<file path="src/rtl/usb2_ep_reader.sv">
// usb2_ep_reader
//   Streams one committed packet from the endpoint buffer to the packet
//   transmitter each time the host sends an IN token. The module answers with
//   NAK when the buffer is empty and with a zero-length packet when the
//   committed length is zero. After the host ACKs, it advances the data toggle
//   and releases the buffer through a level arm/ack handshake. A handshake
//   timeout keeps the buffer, so the next IN token resends it.
//
// Ports
//   i_phy_clk, i_reset           clock; asynchronous active-high reset
//   i_token_in                   IN token pulse for this endpoint
//   i_buf_out_hasdata/_len       committed-packet status and length
//   o_buf_out_addr, i_buf_out_q  buffer read port (1-cycle read latency)
//   o_buf_out_arm, i_buf_out_arm_ack  buffer release handshake
//   o_tx_data/_valid/_last, i_tx_ready  byte stream to the transmitter
//   o_tx_zlp, o_tx_nak           one-cycle ZLP / NAK requests
//   i_hs_ack, i_hs_timeout       handshake result from the host
//   o_data_toggle_act            one-cycle data-toggle advance
//   o_busy                       high whenever the FSM is not idle
module usb2_ep_reader #(
    parameter int unsigned MAX_PKT = 512
) (
    input  logic       i_phy_clk,
    input  logic       i_reset,
    input  logic       i_token_in,
    input  logic       i_buf_out_hasdata,
    input  logic [9:0] i_buf_out_len,
    output logic [8:0] o_buf_out_addr,
    input  logic [7:0] i_buf_out_q,
    output logic       o_buf_out_arm,
    input  logic       i_buf_out_arm_ack,
    output logic [7:0] o_tx_data,
    output logic       o_tx_valid,
    input  logic       i_tx_ready,
    output logic       o_tx_last,
    output logic       o_tx_zlp,
    output logic       o_tx_nak,
    input  logic       i_hs_ack,
    input  logic       i_hs_timeout,
    output logic       o_data_toggle_act,
    output logic       o_busy
);

    typedef enum logic [2:0] {
        S_IDLE, S_FETCH, S_STREAM, S_WAIT_HS, S_ARM, S_ARM_REL
    } state_t;

    localparam logic [9:0] MAX_LEN = 10'(MAX_PKT);

    state_t     r_state;
    state_t     w_next;
    logic [9:0] r_cnt;       // address being fetched; one ahead of the byte on tx_data
    logic [9:0] r_len;
    logic       r_hold_vld;  // tx_data comes from r_hold while stalled
    logic [7:0] r_hold;
    logic       r_zlp;
    logic       r_nak;
    logic       r_toggle;

    logic w_tok_nak;
    logic w_tok_zlp;
    logic w_tok_data;
    logic w_accept;
    logic w_last;

    always_comb begin
        w_tok_nak  = (r_state == S_IDLE) && i_token_in && !i_buf_out_hasdata;
        w_tok_zlp  = (r_state == S_IDLE) && i_token_in && i_buf_out_hasdata
                     && (i_buf_out_len == '0);
        w_tok_data = (r_state == S_IDLE) && i_token_in && i_buf_out_hasdata
                     && (i_buf_out_len != '0);
        w_accept   = (r_state == S_STREAM) && i_tx_ready;
        w_last     = (r_cnt == r_len);
    end

    // State register
    always_ff @(posedge i_phy_clk or posedge i_reset) begin
        if (i_reset) r_state <= S_IDLE;
        else         r_state <= w_next;
    end

    // Next-state logic
    always_comb begin
        w_next = r_state;
        case (r_state)
            S_IDLE: begin
                if (w_tok_zlp)       w_next = S_WAIT_HS;
                else if (w_tok_data) w_next = S_FETCH;
            end
            S_FETCH:   w_next = S_STREAM;
            S_STREAM:  if (w_accept && w_last) w_next = S_WAIT_HS;
            S_WAIT_HS: begin
                if (i_hs_ack)          w_next = S_ARM;
                else if (i_hs_timeout) w_next = S_IDLE;
            end
            S_ARM:     if (i_buf_out_arm_ack)  w_next = S_ARM_REL;
            S_ARM_REL: if (!i_buf_out_arm_ack) w_next = S_IDLE;
            default:   w_next = S_IDLE;
        endcase
    end

    // Datapath and registered pulses
    // On a stall the RAM output is parked in r_hold while the address has
    // already moved on; the RAM then delivers the following byte, so the
    // address only advances on acceptance and no byte is lost or repeated.
    always_ff @(posedge i_phy_clk or posedge i_reset) begin
        if (i_reset) begin
            r_cnt      <= '0;
            r_len      <= '0;
            r_hold_vld <= 1'b0;
            r_hold     <= '0;
            r_zlp      <= 1'b0;
            r_nak      <= 1'b0;
            r_toggle   <= 1'b0;
        end else begin
            r_nak    <= w_tok_nak;
            r_zlp    <= w_tok_zlp;
            r_toggle <= (r_state == S_WAIT_HS) && i_hs_ack;
            case (r_state)
                S_IDLE: begin
                    if (w_tok_data) begin
                        r_cnt      <= '0;
                        r_len      <= (i_buf_out_len > MAX_LEN) ? MAX_LEN : i_buf_out_len;
                        r_hold_vld <= 1'b0;
                    end
                end
                S_FETCH: r_cnt <= 10'd1;
                S_STREAM: begin
                    if (w_accept) begin
                        r_hold_vld <= 1'b0;
                        r_cnt      <= w_last ? '0 : r_cnt + 10'd1;
                    end else if (!r_hold_vld) begin
                        r_hold_vld <= 1'b1;
                        r_hold     <= i_buf_out_q;
                    end
                end
                default: ;
            endcase
        end
    end

    // Outputs
    always_comb begin
        o_buf_out_addr    = r_cnt[8:0];
        o_tx_valid        = (r_state == S_STREAM);
        o_tx_data         = '0;
        if (r_state == S_STREAM) o_tx_data = r_hold_vld ? r_hold : i_buf_out_q;
        o_tx_last         = (r_state == S_STREAM) && w_last;
        o_buf_out_arm     = (r_state == S_ARM);
        o_busy            = (r_state != S_IDLE);
        o_tx_zlp          = r_zlp;
        o_tx_nak          = r_nak;
        o_data_toggle_act = r_toggle;
    end

endmodule
</file>
<file path="config.mk">
export PLATFORM = sky130hd
export DESIGN_NAME = usb2_ep_reader
export DESIGN_NICKNAME = d
export VERILOG_FILES = /design/src/rtl/usb2_ep_reader.sv
export SDC_FILE = /design/constraint.sdc
export NUM_CORES = 1
export LEC_CHECK = 0
export BUFFER_PORTS_ARGS = -buffer_cell sky130_fd_sc_hd__buf_2
export CORE_MARGIN = 4
export CORE_UTILIZATION = 35
export CTS_CLUSTER_SIZE = 10
export DETAILED_ROUTE_END_ITERATION = 7
export GPL_ROUTABILITY_DRIVEN = 0
export PLACE_DENSITY = 0.56
export SKIP_CTS_REPAIR_TIMING = 1
export SYNTH_ARGS = -nofsm -noshare
export SYNTH_HDL_FRONTEND = slang
export SYNTH_SLANG_ARGS = --single-unit
</file>
<file path="constraint.sdc">
create_clock -name i_phy_clk -period 2.6 [get_ports i_phy_clk]
set_input_delay 0.52 -clock i_phy_clk [delete_from_list [all_inputs] [get_ports i_phy_clk]]
set_output_delay 0.52 -clock i_phy_clk [all_outputs]
set_load 0.02 [all_outputs]
</file>
### Yosys cells after proc, flatten, opt, wreduce, memory -nomap -nowiden

Cells that the tools add are included.

| storage, ports and cells | value |
|---|---|
| bits of input ports | 26 |
| register bits | 35 |
| output and inout port bits | 24 |
| logic and storage cells | 63 |

| operators by class | value |
|---|---|
| bitwise gates (word level) | 1 |
| order comparisons | 1 |
| $add $sub $neg | 1 |
| equality and inequality tests | 13 |
| multiplexer cells | 18 |
| reductions and logical operators | 21 |

Operators with widths:

| cell | number |
|---|---|
| 2-to-1 mux 10 bit | 4 |
| case mux 10 bit (3 select lines) | 1 |
| 2-to-1 mux 3 bit | 7 |
| case mux 3 bit (6 select lines) | 1 |
| 2-to-1 mux 8 bit | 2 |
| adder 10 x 1 -> 10 bit, second input constant | 1 |
| == test 10 bit | 1 |
| > comparator 10 bit, second input constant | 1 |
| logical NOT 10 bit | 1 |
| nonzero test 10 bit | 1 |
| logical AND 1 bit | 9 |
| == test 3 x 2 -> 1 bit, second input constant | 2 |
| == test 3 bit, second input constant | 2 |
| inequality test 2 x 1 -> 1 bit, second input constant | 3 |
| inequality test 3 bit, second input constant | 2 |
| AND reduction 2 bit | 3 |
| nonzero test 3 bit | 2 |
| AND reduction 5 bit | 1 |
| inequality test 2 bit, second input constant | 2 |
| == test 3 x 1 -> 1 bit, second input constant | 1 |
| logical NOT 3 bit | 1 |
| AND reduction 3 bit | 1 |
| 2-to-1 mux 1 bit | 2 |
| case mux 1 bit (2 select lines) | 1 |
| 3 further kinds | 3 |

### Longest topological paths before layout

Gate-level depths: netlist of the first run.

| logic depth | value |
|---|---|
| word-level depth | 7 |
| gate-level depth with buffers | 8 |
| mapped depth without buffers | 6 |

### Least setup slack after synthesis of the first run

OpenSTA, ideal clock, no wires.

| path | value |
|---|---|
| path type | flip-flop to output port |
| start | register r_cnt[0] |
| end | output o_tx_last |
| cell stages (with the launch flop) | 6 |
| buffers on the path | 0 |
| required time | 2080 ps |
| arrival | 1429 ps |
| slack | 651 ps |
| cells stage by stage | dfrtp_1 > xnor2_1 > nand2_1 > nor3_1 > nand2_1 > nor3_1 |

| between the ends | value |
|---|---|
| cells in the longest elaborated chain, start to end | 2 |

Ends and longest elaborated chain:

| element | RTL line | text |
|---|---|---|
| from (decl) | 52 | `logic [9:0] r_cnt;` |
| from (signal assigned) | 131 | `r_cnt <= w_last ? '0 : r_cnt + 10'd1;` |
| == test 10 bit | 73 | `w_last = (r_cnt == r_len);` |
| logical AND 1 bit | 148 | `o_tx_last = (r_state == S_STREAM) && w_last;` |
| to (decl) | 35 | `output logic o_tx_last,` |

Every way passes these cells.

### Worst setup path in the final report of the first run

Ends and elaborated chain as after synthesis.

==> results of run 1 <==
## Yosys cell counts (2+ instances only)
| master | count |
|---|---|
| nand2b_1 | 7 |
| o21a_1 | 2 |
| nor2_1 | 23 |
| o21ai_1 | 6 |
| a21oi_1 | 2 |
| xnor2_1 | 6 |
| and3_2 | 2 |
| mux2i_1 | 8 |
| nor4_1 | 3 |
| xor2_1 | 5 |
| nand3_1 | 5 |
| nand2_1 | 26 |
| dfrtp_1 | 35 |
| nand3b_1 | 4 |
| inv_1 | 4 |
| a22o_1 | 6 |
| mux2_2 | 8 |
| nor3_1 | 8 |
| clkbuf_1 | 9 |
| o21ai_0 | 11 |
| buf_4 | 9 |
| nor2b_1 | 2 |
## metal layers
layer,vias to the layer above,GRT usage,share of wire
met5,-,0,0
met4,0,0.03070,0.0023
met3,2,0.03159,0.057
met2,45,0.1786,0.43
met1,739,0.1942,0.51
li1,831,-,-
## state kept, by name (all words and copies together) (netlist names)
signal,flops
o_data_toggle_act,1
r_state,3
r_hold_vld,1
r_hold,8
r_len,10
r_cnt,10
o_tx_zlp,1
o_tx_nak,1
## metrics by stage
step                      hold WS, ns  area, µm²  cells
after floorplan                0.4583       2024    217
after global placement         0.4790       2270    322
after detailed placement       0.4810       2270    322
after CTS                      0.3419       2406    330
after global routing           0.3871       2406    330
final                          0.3205       2406    330
## where the power goes
group          switching (µW)  leakage (µW)  internal (µW)
sequential                230      0.000453            745
combinational             707      0.000647            562
clock                     209     0.0000644            383
## worst max-delay path, stage by stage (launching register included)
cell and delay (ns):
dfrtp_1 0.48, xnor2_1 0.21, nand2_1 0.13, nor3_1 0.20, nand2_1 0.07, nor3_1 0.23
buf_2 0.22
## path summary, 6_finish.rpt
path / start / to
worst min register to register: r_len[2]$_DFFE_PP0P_ / r_len[2]$_DFFE_PP0P_
max in group asynchronous: i_reset / r_len[5]$_DFFE_PP0P_
min in group i_phy_clk: i_buf_out_hasdata / o_tx_nak$_DFF_PP0_
worst max-delay path: r_cnt[0]$_DFFE_PP0P_ / o_tx_last
worst max register to register: r_cnt[4]$_DFFE_PP0P_ / r_cnt[6]$_DFFE_PP0P_
worst min-delay path: i_reset / r_hold[0]$_DFFE_PP0P_
## kinds of logic after synthesis
logic type,after synthesis
flip-flops,35
AO/OA/AOI/OAI,39
buffers and inverters,23
XOR/XNOR,11
multiplexers,16
AND/OR/NAND/NOR,92
adder cells (fa/ha/maj),1
## area by class of cell
cell class	instances	area, µm²
clock inverter	3	67.56
inverter	4	15.01
clock buffer	5	68.82
timing repair buffer	52	267.8
multi-input combinational	159	1021
sequential	35	875.8
fill	574	3168
tap	72	90.09
==> flow_metrics.tcl, run 1 <==
set metrics [dict create \
    fin_util 0.4317 \
    die_area_um2 7065 \
    grt_pass1_vias 1469 \
    synth.net_count 244 \
    rsz0062_at_grt "false" \
    wl_per_cell_um 13.18 \
    root_buffer "clkbuf_8" \
    synth_flop_cell "dfrtp_1" \
    finalWirelength_um 4349 \
    synthArstFlopShare 1.000 \
    fin_ws_ns 0.2547 \
    overflow 0 \
    yosys.area_share.simple 0.2299 \
    dr_total_vias 1617 \
    synth_xor_area_frac 0.04759 \
    antenna_found_initial 0 \
    synth.cell_area_um2 2024 \
    maxCapViolCount 0 \
    p_total_uw 2835 \
    drc 0 \
    grt_max_degree 36 \
    hold_viol 0 \
    synthCells 217 \
    floorplan.initialDensity 0.3632 \
    ys_seq_elements 35 \
    leakage_uw 0.001165 \
    worst_pin_slew_ns 0.5049 \
    pre_cts_ws_ns 0.4297 \
    core-area_um2 5574 \
    cp.required_ns 2.08 \
    synth_cell_type_count 48 \
    synth_top_family_by_area "simple AND/OR/NAND/NOR gates" \
    diodes 0 \
    grt_usage 0.1275 \
    cp-start-kind "register" \
    synth_edf_count 0 \
    drv_slew 0 \
    min_period_ns 2.345 \
    htreeDepth 2 \
    synthTopCellsByArea "dfrtp_1 (43%), nand2_1 (4.8%), mux2_2 (4.4%)" \
    clk_latency_ns 0.29 \
    drive_gt1_frac 0.2984 \
    dieHeight_um 84.06 \
    final_antenna_net_count 0 \
    min_path_type "in -> async" \
    path_clk_slew_ns 0.08 \
    end_kind "primary output" \
    timing.final.crit_share 0.9020 \
    synth.top_cell.area_share 0.4326 \
    first_pass_iters 4 \
    first_iter_violations 97 \
    finalSetupTns_ns 0 \
    worstSetupPathType "reg -> out" \
    cts_tree "built" \
    worstPathArrival_ns 1.83 \
    clock-sinks 35 \
    area_growth_pct 18.85 \
    nNetsFinal 284 \
    layout_common_cells "buf_2 (49), dfrtp_1 (35), nand2_1 (26)" \
    status "finished clean" \
    cts_buffers 5 \
    finalSetupViolCount 0 \
    clock_skew_ns 0.01047 \
    ff2ff_setup_slack_ns 0.42 \
    dpl.hpwl_um 3268 \
    reg2regPathDepth 6 \
    ys.warnings.count 0 \
    vias_per_cell 4.900 \
    fmax_mhz 426.4 \
    fp.dieW_um 84.06 \
    max_slew_margin 0.6611 \
    ir_drop_v 0.0004068 \
    layout_commonest_cell "buf_2" \
    cp_max_fo 6 \
    yosysTopAreaCell "dfrtp_1" \
    p_per_area_nw_per_um2 1178 \
    row_count 27 \
    synth_mux_area_frac 0.08405 \
    grt_pass1_wl_um 7362 \
    ios 50 \
    synth_fa_ha_area_frac 0.006180 \
    clk_path_buf_depth 2 \
    seq_area_frac_synth 0.4326 \
    port_buffers 49 \
    synth_compound_area_frac 0.1366 \
    avgSynthCellArea_um2 9.329 \
]
No activity file was read; power rests on OpenSTA's default activity.
==> run 2, diff against run 1 <==
--- a/config.mk
+++ b/config.mk
@@ -5,13 +5,17 @@
 export SDC_FILE = /design/constraint.sdc
 export NUM_CORES = 1
 export LEC_CHECK = 0
+export ABC_AREA = 1
+export ABC_CLOCK_PERIOD_IN_PS = 2600
 export BUFFER_PORTS_ARGS = -buffer_cell sky130_fd_sc_hd__buf_2
+export CELL_PAD_IN_SITES_DETAIL_PLACEMENT = 1
+export CELL_PAD_IN_SITES_GLOBAL_PLACEMENT = 1
 export CORE_MARGIN = 4
 export CORE_UTILIZATION = 35
 export CTS_CLUSTER_SIZE = 10
 export DETAILED_ROUTE_END_ITERATION = 7
 export GPL_ROUTABILITY_DRIVEN = 0
-export PLACE_DENSITY = 0.56
+export PLACE_DENSITY = 0.73
 export SKIP_CTS_REPAIR_TIMING = 1
 export SYNTH_ARGS = -nofsm -noshare
 export SYNTH_HDL_FRONTEND = slang
==> run 2 against run 1 <==
Against the previous run: fmax rose by 5.6%; design area increased by 7.3%; non-clock buffer count decreased by 1; clock skew decreased by 0.0042 ns; critical path depth increased by 3; combinational power decreased by 7%; utilization is 0.31 points lower; synthesized cell count grew 38%; first-iteration DRC count fell by 53%; area after synthesis up 9.0%; critical path type unchanged; critical endpoint unchanged; highest routed layer unchanged.
==> flow_metrics.tcl, run 2 <==
set metrics [dict create \
    status "finished clean" \
    p_per_area_nw_per_um2 997.9 \
    clock-sinks 35 \
    grt_usage 0.1609 \
    first_pass_iters 4 \
    wl_per_cell_um 13.36 \
    maxCapViolCount 0 \
    fin_util 0.4286 \
    min_path_type "in -> async" \
    dieHeight_um 87.39 \
    path_clk_slew_ns 0.08 \
    dr_total_vias 2015 \
    timing.final.crit_share 0.8540 \
    hold_viol 0 \
    clk_path_buf_depth 2 \
    yosysTopAreaCell "dfrtp_1" \
    fp.dieW_um 87.39 \
    finalSetupTns_ns 0 \
    synth.cell_area_um2 2206 \
    seq_area_frac_synth 0.3971 \
    dpl.hpwl_um 4290 \
    diodes 0 \
    fmax_mhz 450.3 \
    core-area_um2 6026 \
    root_buffer "clkbuf_8" \
    clk_latency_ns 0.29 \
    worstSetupPathType "reg -> out" \
    row_count 28 \
    nNetsFinal 371 \
    avgSynthCellArea_um2 7.353 \
    grt_max_degree 36 \
    worstPathArrival_ns 1.70 \
    area_growth_pct 17.07 \
    clock_skew_ns 0.006301 \
    grt_pass1_wl_um 9729 \
    first_iter_violations 46 \
    cts_buffers 5 \
    end_kind "primary output" \
    synth_cell_type_count 33 \
    synth.top_cell.area_share 0.3971 \
    ios 50 \
    ys.warnings.count 0 \
    floorplan.initialDensity 0.3661 \
    synthTopCellsByArea "dfrtp_1 (40%), nand2_1 (14%), nand3_1 (6.6%)" \
    synth.net_count 327 \
    cts_tree "built" \
    synth_edf_count 0 \
    grt_pass1_vias 2032 \
    layout_commonest_cell "nand2_1" \
    top_regs "r_cnt: 10 flops, r_len: 10 flops, r_hold: 8 flops" \
    drc 0 \
    overflow 0 \
    synth_common_cells "nand2_1 (84), dfrtp_1 (35), nor2_1 (35), inv_1 (34), nand3_1 (29)" \
    cp_max_fo 7 \
    synthCells 300 \
    layout_common_cells "nand2_1 (84), buf_2 (49), nor2_1 (35), dfrtp_1 (35), inv_1 (34)" \
    finalSetupViolCount 0 \
    vias_per_cell 4.798 \
    max_slew_margin 0.6444 \
    port_buffers 49 \
    leakage_uw 0.001393 \
    die_area_um2 7637 \
    cp.required_ns 2.08 \
    drv_slew 0 \
    min_period_ns 2.221 \
    yosysMostFrequentCell "nand2_1" \
    synth_flop_cell "dfrtp_1" \
    worst_pin_slew_ns 0.5289 \
    rsz0062_at_grt "false" \
    synthArstFlopShare 1.000 \
    htreeDepth 2 \
    finalWirelength_um 5611 \
    ys_seq_elements 35 \
    antenna_found_initial 0 \
    drive_gt1_frac 0.2319 \
    final_antenna_net_count 0 \
    cp-start-kind "register" \
    ir_drop_v 0.0003694 \
]
-- run 2: changes by cell type after synthesis, sizes merged, moves of 7 or more --
cell    previous run  this run
nand2             26        88
clkbuf             9         1
nand3              5        31
nor2              23        39
inv                4        39
nand2b             7         0
mux2               8         0
-- run 2: worst paths after layout --
path / startpoint / to / slack [ns] / depth (start not counted)
worst max-delay path: r_cnt[3]$_DFFE_PP0P_ / o_tx_last / 0.38 / 9
worst min-delay path: i_reset / r_hold[1]$_DFFE_PP0P_ / 0.34 / 3
worst max register to register: r_state[2]$_DFFE_PP0P_ / r_cnt[0]$_DFFE_PP0P_ / 0.72 / 9
worst min register to register: r_hold[1]$_DFFE_PP0P_ / r_hold[1]$_DFFE_PP0P_ / 0.49 / 2
max in group asynchronous: i_reset / r_len[3]$_DFFE_PP0P_ / 1.94 / 3
min in group i_phy_clk: i_buf_out_hasdata / o_tx_nak$_DFF_PP0_ / 0.42 / 2
-- run 2: worst max-delay path: stages (launching register included) --
cell and delay [ns]:
dfrtp_1 0.47, inv_1 0.10, nand2_1 0.07, nand2_1 0.05, nor2_1 0.16, nand2_1 0.08
nor2_1 0.09, nand2_1 0.11, nor2_1 0.11, buf_2 0.18
-- run 2: cell type report --
class,instances,area (µm²)
inverters,41,157.7
multi-input cells,210,1074
flip-flops and latches,35,875.8
clock inverters,2,38.79
repair buffers,51,260.3
well taps,75,93.84
clock buffers,6,82.58
fillers,784,3443
-- run 2: stage by stage --
step	total power [µW]	hold slack (ns)	setup slack, ns	instances	area, µm²
CTS	2619	0.3477	0.3578	420	2582
detailed placement	2066	0.4753	0.7011	412	2461
global placement	2041	0.4679	0.7272	412	2461
finish	2577	0.3361	0.3795	420	2582
global route	2813	0.3677	0.1914	420	2582
floorplan	1778	0.4528	0.8801	300	2206
-- run 2: power breakdown --
part / internal, µW / total (µW) / switching, µW
clock: 315 / 526 / 211
sequential: 710 / 870 / 160
combinational: 391 / 1180 / 789
-- run 2: kinds of logic (layout without fill, tap and decap cells) --
group,count (synthesis),count (layout),share of synthesized area
mux,8,8,0.03630
fa+ha+maj,1,1,0.005671
compound gates,27,27,0.07658
xor+xnor,7,7,0.02779
simple gates,167,167,0.3403
buf+inv,55,100,0.1163
flops,35,35,0.3971
-- run 2: metal layers --
metal  vias up  track usage  share of wire
met2        34       0.2630           0.45
met1       950       0.2156           0.49
met5         -            0              0
li1       1025            -              -
met3         6      0.02838          0.039
met4         0      0.05021          0.013
